File: src/rtl/popcount_pkg.sv
// Shared types and width helpers for the popcount datapath.
// Used by both the popcounter instantiation site and the frame accumulator.
package popcount_pkg;

  typedef enum logic [1:0] {IDLE, ACCUM, DROP} acc_state_e;

  function automatic int unsigned cnt_w(input int unsigned width);
    return $clog2(width + 1);
  endfunction

  function automatic int unsigned sum_w(input int unsigned width, input int unsigned max_words);
    return $clog2(width * max_words + 1);
  endfunction

  function automatic int unsigned len_w(input int unsigned max_words);
    return $clog2(max_words + 1);
  endfunction

endpackage

File: src/rtl/popcount_result_reg.sv
// Single-entry valid/ready output register.
// A load wins over a drain in the same cycle, so simultaneous drain+load keeps o_valid high.
module popcount_result_reg #(
  parameter int unsigned DataW = 8
) (
  input  logic             i_clk,
  input  logic             i_rst_n,
  input  logic             i_load,
  input  logic [DataW-1:0] i_data,
  input  logic             i_ready,
  output logic             o_valid,
  output logic             o_ready,
  output logic [DataW-1:0] o_data
);

  logic             valid_q;
  logic [DataW-1:0] data_q;

  always_ff @(posedge i_clk or negedge i_rst_n) begin
    if (!i_rst_n) begin
      valid_q <= 1'b0;
      data_q  <= '0;
    end else if (i_load) begin
      valid_q <= 1'b1;
      data_q  <= i_data;
    end else if (i_ready) begin
      valid_q <= 1'b0;
    end
  end

  assign o_ready = ~valid_q | i_ready;
  assign o_valid = valid_q;
  assign o_data  = data_q;

endmodule

File: src/rtl/popcount_frame_accumulator.sv
// Sums per-word popcounts over a frame delimited by i_last and emits one registered
// result per frame (total, word count, overflow) over a valid/ready stream.
module popcount_frame_accumulator
  import popcount_pkg::*;
#(
  parameter int unsigned WIDTH     = 32,
  parameter int unsigned MAX_WORDS = 256,
  localparam int unsigned CNT_W    = cnt_w(WIDTH),
  localparam int unsigned SUM_W    = sum_w(WIDTH, MAX_WORDS),
  localparam int unsigned LEN_W    = len_w(MAX_WORDS)
) (
  input  logic             i_clk,
  input  logic             i_rst_n,
  input  logic             i_valid,
  output logic             o_ready,
  input  logic [CNT_W-1:0] i_count,
  input  logic             i_last,
  output logic             o_valid,
  input  logic             i_ready,
  output logic [SUM_W-1:0] o_sum,
  output logic [LEN_W-1:0] o_words,
  output logic             o_overflow,
  output logic             o_busy
);

  localparam int unsigned PAY_W = SUM_W + LEN_W + 1;

  acc_state_e       state_q, state_d;
  logic [SUM_W-1:0] acc_q, acc_d;
  logic [LEN_W-1:0] words_q, words_d;

  logic             accept;
  logic             full;
  logic [SUM_W-1:0] acc_sum;
  logic [LEN_W-1:0] words_inc;

  logic             res_load;
  logic [SUM_W-1:0] res_sum;
  logic [LEN_W-1:0] res_words;
  logic             res_ovf;
  logic [PAY_W-1:0] res_out;

  assign accept    = i_valid & o_ready;
  assign full      = (words_q == LEN_W'(MAX_WORDS));
  assign acc_sum   = acc_q + SUM_W'(i_count);
  assign words_inc = words_q + LEN_W'(1);

  always_comb begin
    state_d   = state_q;
    acc_d     = acc_q;
    words_d   = words_q;
    res_load  = 1'b0;
    res_sum   = acc_q;
    res_words = words_q;
    res_ovf   = 1'b0;
    if (accept) begin
      unique case (state_q)
        IDLE, ACCUM: begin
          if ((state_q == ACCUM) && full) begin
            // Frame is already at capacity: discard this count.
            if (i_last) begin
              res_load = 1'b1;
              res_ovf  = 1'b1;
              acc_d    = '0;
              words_d  = '0;
              state_d  = IDLE;
            end else begin
              state_d = DROP;
            end
          end else if (i_last) begin
            res_load  = 1'b1;
            res_sum   = acc_sum;
            res_words = words_inc;
            acc_d     = '0;
            words_d   = '0;
            state_d   = IDLE;
          end else begin
            acc_d   = acc_sum;
            words_d = words_inc;
            state_d = ACCUM;
          end
        end
        DROP: begin
          if (i_last) begin
            res_load = 1'b1;
            res_ovf  = 1'b1;
            acc_d    = '0;
            words_d  = '0;
            state_d  = IDLE;
          end
        end
        default: state_d = IDLE;
      endcase
    end
  end

  always_ff @(posedge i_clk or negedge i_rst_n) begin
    if (!i_rst_n) begin
      state_q <= IDLE;
      acc_q   <= '0;
      words_q <= '0;
    end else begin
      state_q <= state_d;
      acc_q   <= acc_d;
      words_q <= words_d;
    end
  end

  assign o_busy = (state_q != IDLE);

  popcount_result_reg #(
    .DataW (PAY_W)
  ) u_result_reg (
    .i_clk   (i_clk),
    .i_rst_n (i_rst_n),
    .i_load  (res_load),
    .i_data  ({res_sum, res_words, res_ovf}),
    .i_ready (i_ready),
    .o_valid (o_valid),
    .o_ready (o_ready),
    .o_data  (res_out)
  );

  assign {o_sum, o_words, o_overflow} = res_out;

endmodule

File: config.mk
export PLATFORM = sky130hd
export DESIGN_NAME = popcount_frame_accumulator
export DESIGN_NICKNAME = d
export VERILOG_FILES = /design/src/rtl/popcount_pkg.sv /design/src/rtl/popcount_result_reg.sv /design/src/rtl/popcount_frame_accumulator.sv
export SDC_FILE = /design/constraint.sdc
export NUM_CORES = 1
export LEC_CHECK = 0
export CORE_ASPECT_RATIO = 0.7
export CORE_MARGIN = 1.5
export CORE_UTILIZATION = 30
export DETAILED_ROUTE_END_ITERATION = 16
export GPL_TIMING_DRIVEN = 0
export SETUP_SLACK_MARGIN = 0.05
export SLEW_MARGIN = 20
export SYNTH_ARGS = -nofsm -noshare
export SYNTH_HDL_FRONTEND = slang
export SYNTH_SLANG_ARGS = --single-unit
export TNS_END_PERCENT = 50
File: constraint.sdc
create_clock -name i_clk -period 3.3 [get_ports i_clk]
set_input_delay 0.495 -clock i_clk [delete_from_list [all_inputs] [get_ports i_clk]]
set_output_delay 0.495 -clock i_clk [all_outputs]
set_load 0.005 [all_outputs]
==> results of run 1 <==
[critical path, delay by kind of cell]
kind | cells | cell delay [ns]
compound gates | 2 | 0.75
fa+ha+maj | 2 | 0.60
buf+inv | 2 | 0.53
simple gates | 2 | 0.26
mux | 1 | 0.23
[cell families after synthesis]
kind of cell / after synthesis / share of synthesized area
AO/OA/AOI/OAI: 77 / 0.184
XOR/XNOR: 17 / 0.0514
adder cells (fa/ha/maj): 11 / 0.0501
buffers and inverters: 27 / 0.0449
flip-flops: 50 / 0.432
multiplexers: 4 / 0.0147
AND/OR/NAND/NOR: 122 / 0.223
[power breakdown]
part,switching (W),internal (W)
sequential,0.0000706,0.000698
clock,0.000223,0.000294
combinational,0.000267,0.000242
total,0.000561,0.00123
[state kept, by name, summed over array words and instances, names as in the netlist]
name	count
state_q	2
acc_q	14
words_q	9
u_result_reg.o_valid	1
u_result_reg.o_data	24
[final timing paths]
check	startpoint	endpoint	cells after the start
max	i_count[0]	u_result_reg.o_data[22]	9
min	i_rst_n	u_result_reg.o_data[16]	1
max reg2reg	acc_q[0]	u_result_reg.o_data[22]	8
min reg2reg	u_result_reg.o_data[23]	u_result_reg.o_data[23]	2
max in group asynchronous	i_rst_n	u_result_reg.o_data[4]	1
min in group i_clk	u_result_reg.o_data[23]	u_result_reg.o_data[23]	2
[stage by stage]
step	total power [W]	instance area (um2)	utilization
after CTS	0.00181	3550	0.385
final	0.00179	3550	0.385
after global routing	0.00191	3550	0.385
after global placement	0.00128	3410	0.370
after detailed placement	0.00129	3410	0.370
after floorplan	0.00108	2900	-
[final cells by class]
cell class	instances	share of cell area
repair buffers	36	0.101
clock buffers	6	0.0392
inverters	10	0.0106
plain buffers	17	0.0261
multi-input cells	231	0.427
well taps	124	0.0437
flip-flops and latches	50	0.353
[routing by layer]
| metal | vias to the layer above | share of wire |
|---|---|---|
| met5 | - | 0 |
| met2 | 67 | 0.41 |
| met3 | 7 | 0.047 |
| met1 | 1157 | 0.53 |
| li1 | 1212 | - |
| met4 | 0 | 0.0078 |
[cell usage after synthesis (all sizes together) (2+ instances only)]
master | number | area share
a2111oi | 2 | 0.015
a211oi | 3 | 0.0095
a21o | 3 | 0.0078
a21oi | 15 | 0.027
a22o | 6 | 0.018
a31oi | 3 | 0.0065
and2 | 2 | 0.0043
and3 | 4 | 0.0086
buf | 11 | 0.024
clkbuf | 6 | 0.0082
dfrtp | 50 | 0.43
ha | 10 | 0.043
inv | 10 | 0.013
mux2 | 2 | 0.0078
mux2i | 2 | 0.0069
nand2 | 46 | 0.060
nand3 | 15 | 0.028
nand4 | 9 | 0.019
nor2 | 20 | 0.026
nor2b | 3 | 0.0073
nor3 | 11 | 0.021
nor4 | 3 | 0.012
nor4b | 3 | 0.022
o211ai | 3 | 0.0078
o21ai | 25 | 0.043
o221ai | 2 | 0.0061
o22ai | 3 | 0.0065
o311ai | 2 | 0.0061
o31ai | 2 | 0.0052
or4 | 3 | 0.0078
xnor2 | 11 | 0.033
xor2 | 6 | 0.018
==> flow_summary.toml, run 1 <==
[cts]
cts.path.max_buffers = 2
clkLatencyLatePin_ns = 0.29
cts.clk_slew.worst_paths_ns = 0.06
h-tree-depth = 2
cts_sinks = 50
ctsResizeCount = 0
numCtsBuffers = 5
cts_tree = "built"
cts_setup_buffers = 0
cts_root_buf = "clkbuf_16"
cts_hold_buf = 0

[sta]
max_freq_mhz = 371
setup_viol = 0
min_period_ns = 2.69
max_slew_margin = 0.575
rsz0062_at_grt = "no"
timing.final.ws_setup_ns = 0.606
skew_ns = 0.00404
hold_slack_ns = 0.228
final_max_slew_viol_count = 0
hold_viol_final = 0
fin_setup_tns_ns = 0
worstMarginPinSlew_ns = 0.638
post-route-period-util = 0.816

[routing]
detailroute.via_count = 2443
drt_first_iter_violations = 214
drc_errors = 0
vias_per_cell = 5.15
routed_wl_um = 7600
drt_pass1_iterations = 4
drt.antenna.violating_nets = 0
wire_per_inst_um = 16.0

[floorplanning]
core_um2 = 9220
pin_count = 38
dieHeight_um = 85.2
die_area_um2 = 10300
rows = 29
initial_core_util = 0.314
die_width_um = 120

[yosys]
synth_area_um2 = 2900
syn_nets = 330
async_reset_ff_frac = 1.00
synthFlopType = "dfrtp_1"
synth_cells = 308
synth-edff-count = 0
ys_ff_latch = 50
synth.distinct_cells = 58
avgSynthCellArea_um2 = 9.40
yosysSeqAreaShare = 0.432
ys_warn_count = 0

[place]
place.gp.congestion = 0.816
dp_slack_ns = 0.289
port_buffers = 36
place_inst = 468
dp_hpwl_um = 5470

[grt]
grtUsageMet2 = 0.227
busiest_layer = "met1"
grt_pass1_vias = 2416
grt_max_degree = 51
antenna_found_initial = 0
gr-usage-met1 = 0.249
grtUsageTotal = 0.160
grt_first_pass_wirelength_um = 12800
use_met3 = 0.0349
gr-total-overflow = 0

[critical_path]
crit_chain = "clkdlybuf4s50_1 -> ha_1 -> inv_1 -> fa_1 -> nor2b_1 -> o211ai_1 -> a2111oi_4 -> mux2i_1 -> nand3_1"
crit_type = "primary input to flip-flop"
path_max_fanout = 4
crit_required_ns = 3.48
startpoint_type = "primary input"
cp-end-kind = "flip-flop"
cp_slowest_cell = "a2111oi_4"
cp.arrival_ns = 2.87
slowest_delay_ns = 0.53
reg2reg_slack_ns = 0.89

[final_layout]
final_cell_mix = "dfrtp_1 (50), nand2_1 (46), clkdlybuf4s50_1 (35)"
instances_no_fill = 474
mostFrequentLayoutCell = "dfrtp_1"
fillers = 947
seq_area_um2 = 1250
antenna_cells = 0
nets = 373
syn_to_final_growth_pct = 22.5
drive_gt1_frac = 0.0943
multi_input_area_um2 = 1510

[pwr]
ir_drop_mv = 0.193
p_leak_nw = 1.47
pwr_density_cell_nw_per_um2 = 506

[hold_path]
min_path_type = "primary input to asynchronous set/reset pin"

[job]
drv_cap = 0

[outcome]
outcome = "complete, no violations"
Power figures use the tool's default switching activity.
==> run 2, diff against run 1 <==
==> constraint.sdc (replaced) <==
create_clock -name i_clk -period 2.6 [get_ports i_clk]
set_input_delay 0.39 -clock i_clk [delete_from_list [all_inputs] [get_ports i_clk]]
set_output_delay 0.39 -clock i_clk [all_outputs]
set_load 0.005 [all_outputs]
==> flow_summary.toml, run 2 (synthesized netlist as in run 1, its figures left out) <==
[cts]
cts.clk_slew.worst_paths_ns = 0.06
cts.path.max_buffers = 2
numCtsBuffers = 5
cts_tree = "built"
h-tree-depth = 2
clkLatencyLatePin_ns = 0.30
cts_sinks = 50
cts_root_buf = "clkbuf_16"

[outcome]
outcome = "complete, no violations"

[final_layout]
drive_gt1_frac = 0.114
final_util = 0.388
syn_to_final_growth_pct = 23.5
fillers = 946
final_cell_mix = "dfrtp_1 (50), nand2_1 (46), clkdlybuf4s50_1 (34)"
mostFrequentLayoutCell = "dfrtp_1"
fin_area_um2 = 3570
nets = 375
antenna_cells = 0
largest_reg_flops = 24

[sta]
max_slew_margin = 0.572
rsz0062_at_grt = "no"
min_period_ns = 2.41
worstMarginPinSlew_ns = 0.641
timing.final.ws_setup_ns = 0.186
skew_ns = 0.00413
fin_setup_tns_ns = 0
max_freq_mhz = 414
post-route-period-util = 0.928
final_max_slew_viol_count = 0
setup_viol = 0
hold_slack_ns = 0.123
hold_viol_final = 0

[routing]
wire_per_inst_um = 16.0
routed_wl_um = 7600
drt_pass1_iterations = 4
drt.antenna.violating_nets = 0
drt_first_iter_violations = 245
vias_per_cell = 5.13
drc_errors = 0
detailroute.via_count = 2440

[critical_path]
cp_num_buf_inv = 2
cp_slowest_cell = "a2111oi_4"
r2r-end = "u_result_reg.o_data[22]"
crit_type = "primary input to flip-flop"
crit_chain = "clkdlybuf4s50_1 -> inv_1 -> fa_2 -> nor2b_2 -> o211ai_1 -> a2111oi_4 -> mux2i_1 -> nand3_1"
reg2reg_slack_ns = 0.25
rr_startpoint = "acc_q[0]"
cp.arrival_ns = 2.59
cp-end-kind = "flip-flop"
rr_worst_depth = 8
path_max_fanout = 4
slowest_delay_ns = 0.54
crit_required_ns = 2.78
startpoint_type = "primary input"
critPathTopFamily = "compound AO/OA/AOI/OAI gates"

[place]
place_area_um2 = 3410
port_buffers = 36
dp_slack_ns = -0.306
place.gp.congestion = 0.816
dp_hpwl_um = 5470

[floorplanning]
die_area_um2 = 10300
pin_count = 38
rows = 29
initial_core_util = 0.314
dieHeight_um = 85.2
core_um2 = 9220
die_width_um = 120

[pwr]
combPwrFrac = 0.289
p_sw_w = 0.000718
pwr_density_cell_nw_per_um2 = 643
switching_share = 0.312
p_leak_nw = 1.49
pwr-share-clk = 0.286
p_int_w = 0.00158
seq_power_share = 0.424
ir_drop_mv = 0.245

[grt]
grt_pass1_vias = 2412
gr-total-overflow = 0
grt_first_pass_wirelength_um = 12800
antenna_found_initial = 0
grt_max_degree = 51
grtUsageTotal = 0.160

[hold_path]
min_path_type = "primary input to asynchronous set/reset pin"

[job]
drv_cap = 0
run 2: cell count changes in the layout (fill, tap and decap cells not counted):
cell / change
dlymetal6s2s_1: +1
ha_2: +1
buf_4: +2
and2_1: -1
ha_1: -1
and2_4: +1
nor2b_2: +1
fa_1: -1
inv_1: -1
fa_2: +1
nor2b_1: -1
clkdlybuf4s50_1: -1
inv_2: +1
run 2: through the flow:
stage               instances  power (W)
floorplan                 308    0.00136
detailed placement        468    0.00164
global placement          468    0.00162
finish                    476    0.00230
global route              476    0.00244
CTS                       474    0.00230
run 2: final cells by class:
| class | count | area, um2 | area share |
|---|---|---|---|
| Multi-Input combinational cell | 231 | 1520 | 0.426 |
| Sequential cell | 50 | 1250 | 0.350 |
| Timing Repair Buffer | 38 | 375 | 0.105 |
| Tap cell | 124 | 155 | 0.0434 |
| Clock buffer | 6 | 139 | 0.0389 |
| Buffer | 17 | 92.6 | 0.0259 |
| Inverter | 10 | 37.5 | 0.0105 |
run 2: layer usage:
metal  global-route usage  vias up  part of all wire
li1                     -     1216                 -
met1                0.249     1165              0.53
met2                0.227       53              0.42
met3               0.0349        6             0.047
met4               0.0321        0            0.0066
met5                    0        -                 0
run 2: power groups by stage:
stage	logic [W]	clock network, W	registers (W)
3_3_place_gp	0.000639	0	0.000985
3_5_place_dp	0.000647	0	0.000990
4_1_cts	0.000651	0.000673	0.000976
5_1_grt	0.000747	0.000699	0.000996
2_1_floorplan	0.000389	0	0.000976
6_report	0.000665	0.000659	0.000976
run 2: worst max-delay path by stage:
stage          startpoint                       to  slack, ns  depth (start not counted)
6_report       i_count[1]  u_result_reg.o_data[22]       0.19                          8
2_1_floorplan  i_count[0]  u_result_reg.o_data[22]       0.41                          8
3_5_place_dp   i_count[0]  u_result_reg.o_data[22]      -0.31                          9
3_3_place_gp      i_rst_n   u_result_reg.o_data[6]      -0.42                          1
5_1_grt        i_count[4]  u_result_reg.o_data[23]       0.06                          7
4_1_cts        i_count[0]  u_result_reg.o_data[22]       0.05                          9
run 2: timing repair:
item	CTS	global route
pin swaps	1	4
setup endpoints to repair	1	8
hold buffers	0	0
buffers inserted	0	2
resized for setup	0	6
==> run 3, diff against run 2 <==
--- a/config.mk
+++ b/config.mk
@@ -14,5 +14,6 @@
 export SLEW_MARGIN = 20
 export SYNTH_ARGS = -nofsm -noshare
 export SYNTH_HDL_FRONTEND = slang
+export SYNTH_HIERARCHICAL = 1
 export SYNTH_SLANG_ARGS = --single-unit
 export TNS_END_PERCENT = 50
==> flow_summary.toml, run 3 <==
[outcome]
outcome = "complete, no violations"

[sta]
worstMarginPinSlew_ns = 0.659
post-route-period-util = 0.938
final_max_slew_viol_count = 0
setup_viol = 0
rsz0062_at_grt = "no"
max_slew_margin = 0.561
hold_viol_final = 0
skew_ns = 0.00791
max_freq_mhz = 410
min_period_ns = 2.44

[grt]
grtUsageTotal = 0.144
gr-total-overflow = 0
antenna_found_initial = 0
grt_max_degree = 51
grt_first_pass_wirelength_um = 11400
grt_pass1_vias = 2168

[yosys]
synth.top_cell.area_share = 0.420
synth_top_family_by_area = "simple AND/OR/NAND/NOR gates"
synth.distinct_cells = 52
ys_warn_count = 6
yosys.area_share.simple = 0.152
muxShareOfSynthArea = 0.142
yosysSeqAreaShare = 0.420
async_reset_ff_frac = 1.00
avgSynthCellArea_um2 = 10.5
synthFlopType = "dfrtp_1"
yosys-top-cells-area = "dfrtp_1 (42%), mux2_4 (9.6%), nand2_1 (4.8%)"
synth_cells = 284
syn_nets = 306
synth_compound_area_frac = 0.127
synth_most_common_cell = "dfrtp_1"
synth-edff-count = 0
ys_ff_latch = 50
synth_area_um2 = 2980
synth_largest_area_cell = "dfrtp_1"
synth_xor_xnor_area_share = 0.0587
yosys.area_share.adder = 0.0487
ys_top_cells_by_count = "dfrtp_1 (50), nand2_1 (38), mux2_4 (19)"

[final_layout]
drive_gt1_frac = 0.216
fillers = 973
syn_to_final_growth_pct = 25.2
final_cell_mix = "dfrtp_1 (50), nand2_1 (38), clkdlybuf4s50_1 (36)"
largest_reg_flops = 24
antenna_cells = 0
nets = 355
mostFrequentLayoutCell = "dfrtp_1"
fin_area_um2 = 3730

[pwr]
pwr-share-clk = 0.266
ir_drop_mv = 0.248
p_sw_w = 0.000798
total_power_w = 0.00258
p_leak_nw = 1.68
p_int_w = 0.00179
switching_share = 0.309
pwr_density_cell_nw_per_um2 = 692
combPwrFrac = 0.331
seq_power_share = 0.403

[critical_path]
rr_startpoint = "words_q[0]"
startpoint_type = "primary input"
path_max_fanout = 10
crit_required_ns = 2.78
cp.arrival_ns = 2.62
cp-end-kind = "flip-flop"
rr_worst_depth = 9
reg2reg_slack_ns = 0.25
r2r-end = "u_result_reg/o_data[22]"
crit_type = "primary input to flip-flop"

[cts]
cts.path.max_buffers = 2
numCtsBuffers = 5
cts_tree = "built"
cts_hold_buf = 0
cts.clk_slew.worst_paths_ns = 0.07
cts_root_buf = "clkbuf_16"
cts_sinks = 50
h-tree-depth = 2
clkLatencyLatePin_ns = 0.30

[routing]
drt_first_iter_violations = 129
wire_per_inst_um = 15.1
detailroute.via_count = 2254
drc_errors = 0
drt.antenna.violating_nets = 0
drt_pass1_iterations = 4
vias_per_cell = 4.88
routed_wl_um = 6950

[job]
drv_cap = 0

[floorplanning]
initial_core_util = 0.308
rows = 30
die_area_um2 = 10600
die_width_um = 122
pin_count = 38
core_um2 = 9680
dieHeight_um = 86.4

[place]
place_area_um2 = 3510
dp_hpwl_um = 4900
port_buffers = 37
place.gp.congestion = 0.839

[hold_path]
min_path_type = "primary input to asynchronous set/reset pin"
## run 3: cell types whose count changed in the layout (fill, tap and decap cells not counted), moves of 4 or more
| cell | before | now |
|---|---|---|
| a21oi_1 | 14 | 9 |
| mux2_2 | 2 | 6 |
| mux2_4 | 0 | 19 |
| mux2i_1 | 2 | 7 |
| nand2_1 | 46 | 38 |
| nand3_1 | 14 | 5 |
| nand4_1 | 9 | 2 |
| nor2_1 | 20 | 13 |
| nor3_1 | 10 | 6 |
| o211ai_1 | 3 | 7 |
| o21ai_0 | 23 | 13 |
| or2_2 | 0 | 4 |
## run 3: what timing repair did
| item | 4_1_cts | 5_1_grt |
|---|---|---|
| gates resized for setup | 3 | 7 |
| setup endpoints to repair | 21 | 23 |
| cloned | 0 | 0 |
| pin swaps | 1 | 0 |
| buffers inserted | 2 | 3 |
## run 3: worst max path at each step
stage	slack [ns]	depth (start not counted)	start	end
6_report	0.16	10	i_ready	u_result_reg/o_data[8]
2_1_floorplan	0.34	9	i_count[0]	u_result_reg/o_data[18]
3_5_place_dp	-0.52	10	i_count[0]	u_result_reg/o_data[18]
5_1_grt	0.05	10	i_ready	u_result_reg/o_data[7]
3_3_place_gp	-0.52	1	i_rst_n	u_result_reg/o_data[1]
4_1_cts	0.07	9	i_count[1]	u_result_reg/o_data[23]
## run 3: cells by family (layout without fill, tap and decap cells)
| kind of cell | count (synthesis) | after routing |
|---|---|---|
| flip-flops | 50 | 50 |
| AND/OR/NAND/NOR | 88 | 88 |
| multiplexers | 32 | 32 |
| AO/OA/AOI/OAI | 57 | 57 |
| adder cells (fa/ha/maj) | 11 | 11 |
| XOR/XNOR | 20 | 20 |
| buffers and inverters | 26 | 76 |
## run 3: per-stage QoR
step / instances / setup TNS, ns / setup WS, ns / hold slack (ns) / utilization
after floorplan: 284 / 0 / 0.339 / 0.0944 / -
after global placement: 449 / -33.12 / -0.518 / 0.498 / 0.363
after detailed placement: 449 / -8.62 / -0.516 / 0.474 / 0.362
after CTS: 459 / 0 / 0.0740 / 0.152 / 0.381
after global routing: 462 / 0 / 0.0530 / 0.167 / 0.385
final: 462 / 0 / 0.162 / 0.104 / 0.385
## run 3: per-layer routing
metal  track usage  share of wire  up-vias
met5             0              0        -
met4        0.0571          0.013        0
met3        0.0368          0.056        6
met2         0.192           0.39       55
met1         0.217           0.54     1088
li1              -              -     1105
## run 3: layout make-up
| class | instances | area, um2 | share of cell area |
|---|---|---|---|
| multi-input combinational | 208 | 1600 | 0.430 |
| timing repair buffer | 42 | 405 | 0.109 |
| buffer | 15 | 115 | 0.0308 |
| inverter | 11 | 45.0 | 0.0121 |
| clock inverter | 2 | 12.5 | 0.00335 |
| clock buffer | 6 | 139 | 0.0372 |
| tap | 128 | 160 | 0.0429 |
| sequential | 50 | 1250 | 0.335 |
## run 3: critical path, stage by stage
cell             delay [ns]
clkdlybuf4s50_1        0.44
nand2b_2               0.14
nand2_1                0.11
a21o_1                 0.24
or2_2                  0.29
buf_2                  0.20
clkinvlp_4             0.16
buf_6                  0.16
buf_12                 0.16
mux2_4                 0.31
## run 3: power by group through the flow
stage	sequential [W]	combinational (W)	clock [W]
2_1_floorplan	0.00104	0.000514	0
3_3_place_gp	0.00105	0.000816	0
3_5_place_dp	0.00105	0.000830	0
4_1_cts	0.00104	0.000847	0.000705
5_1_grt	0.00106	0.000942	0.000741
6_report	0.00104	0.000856	0.000688
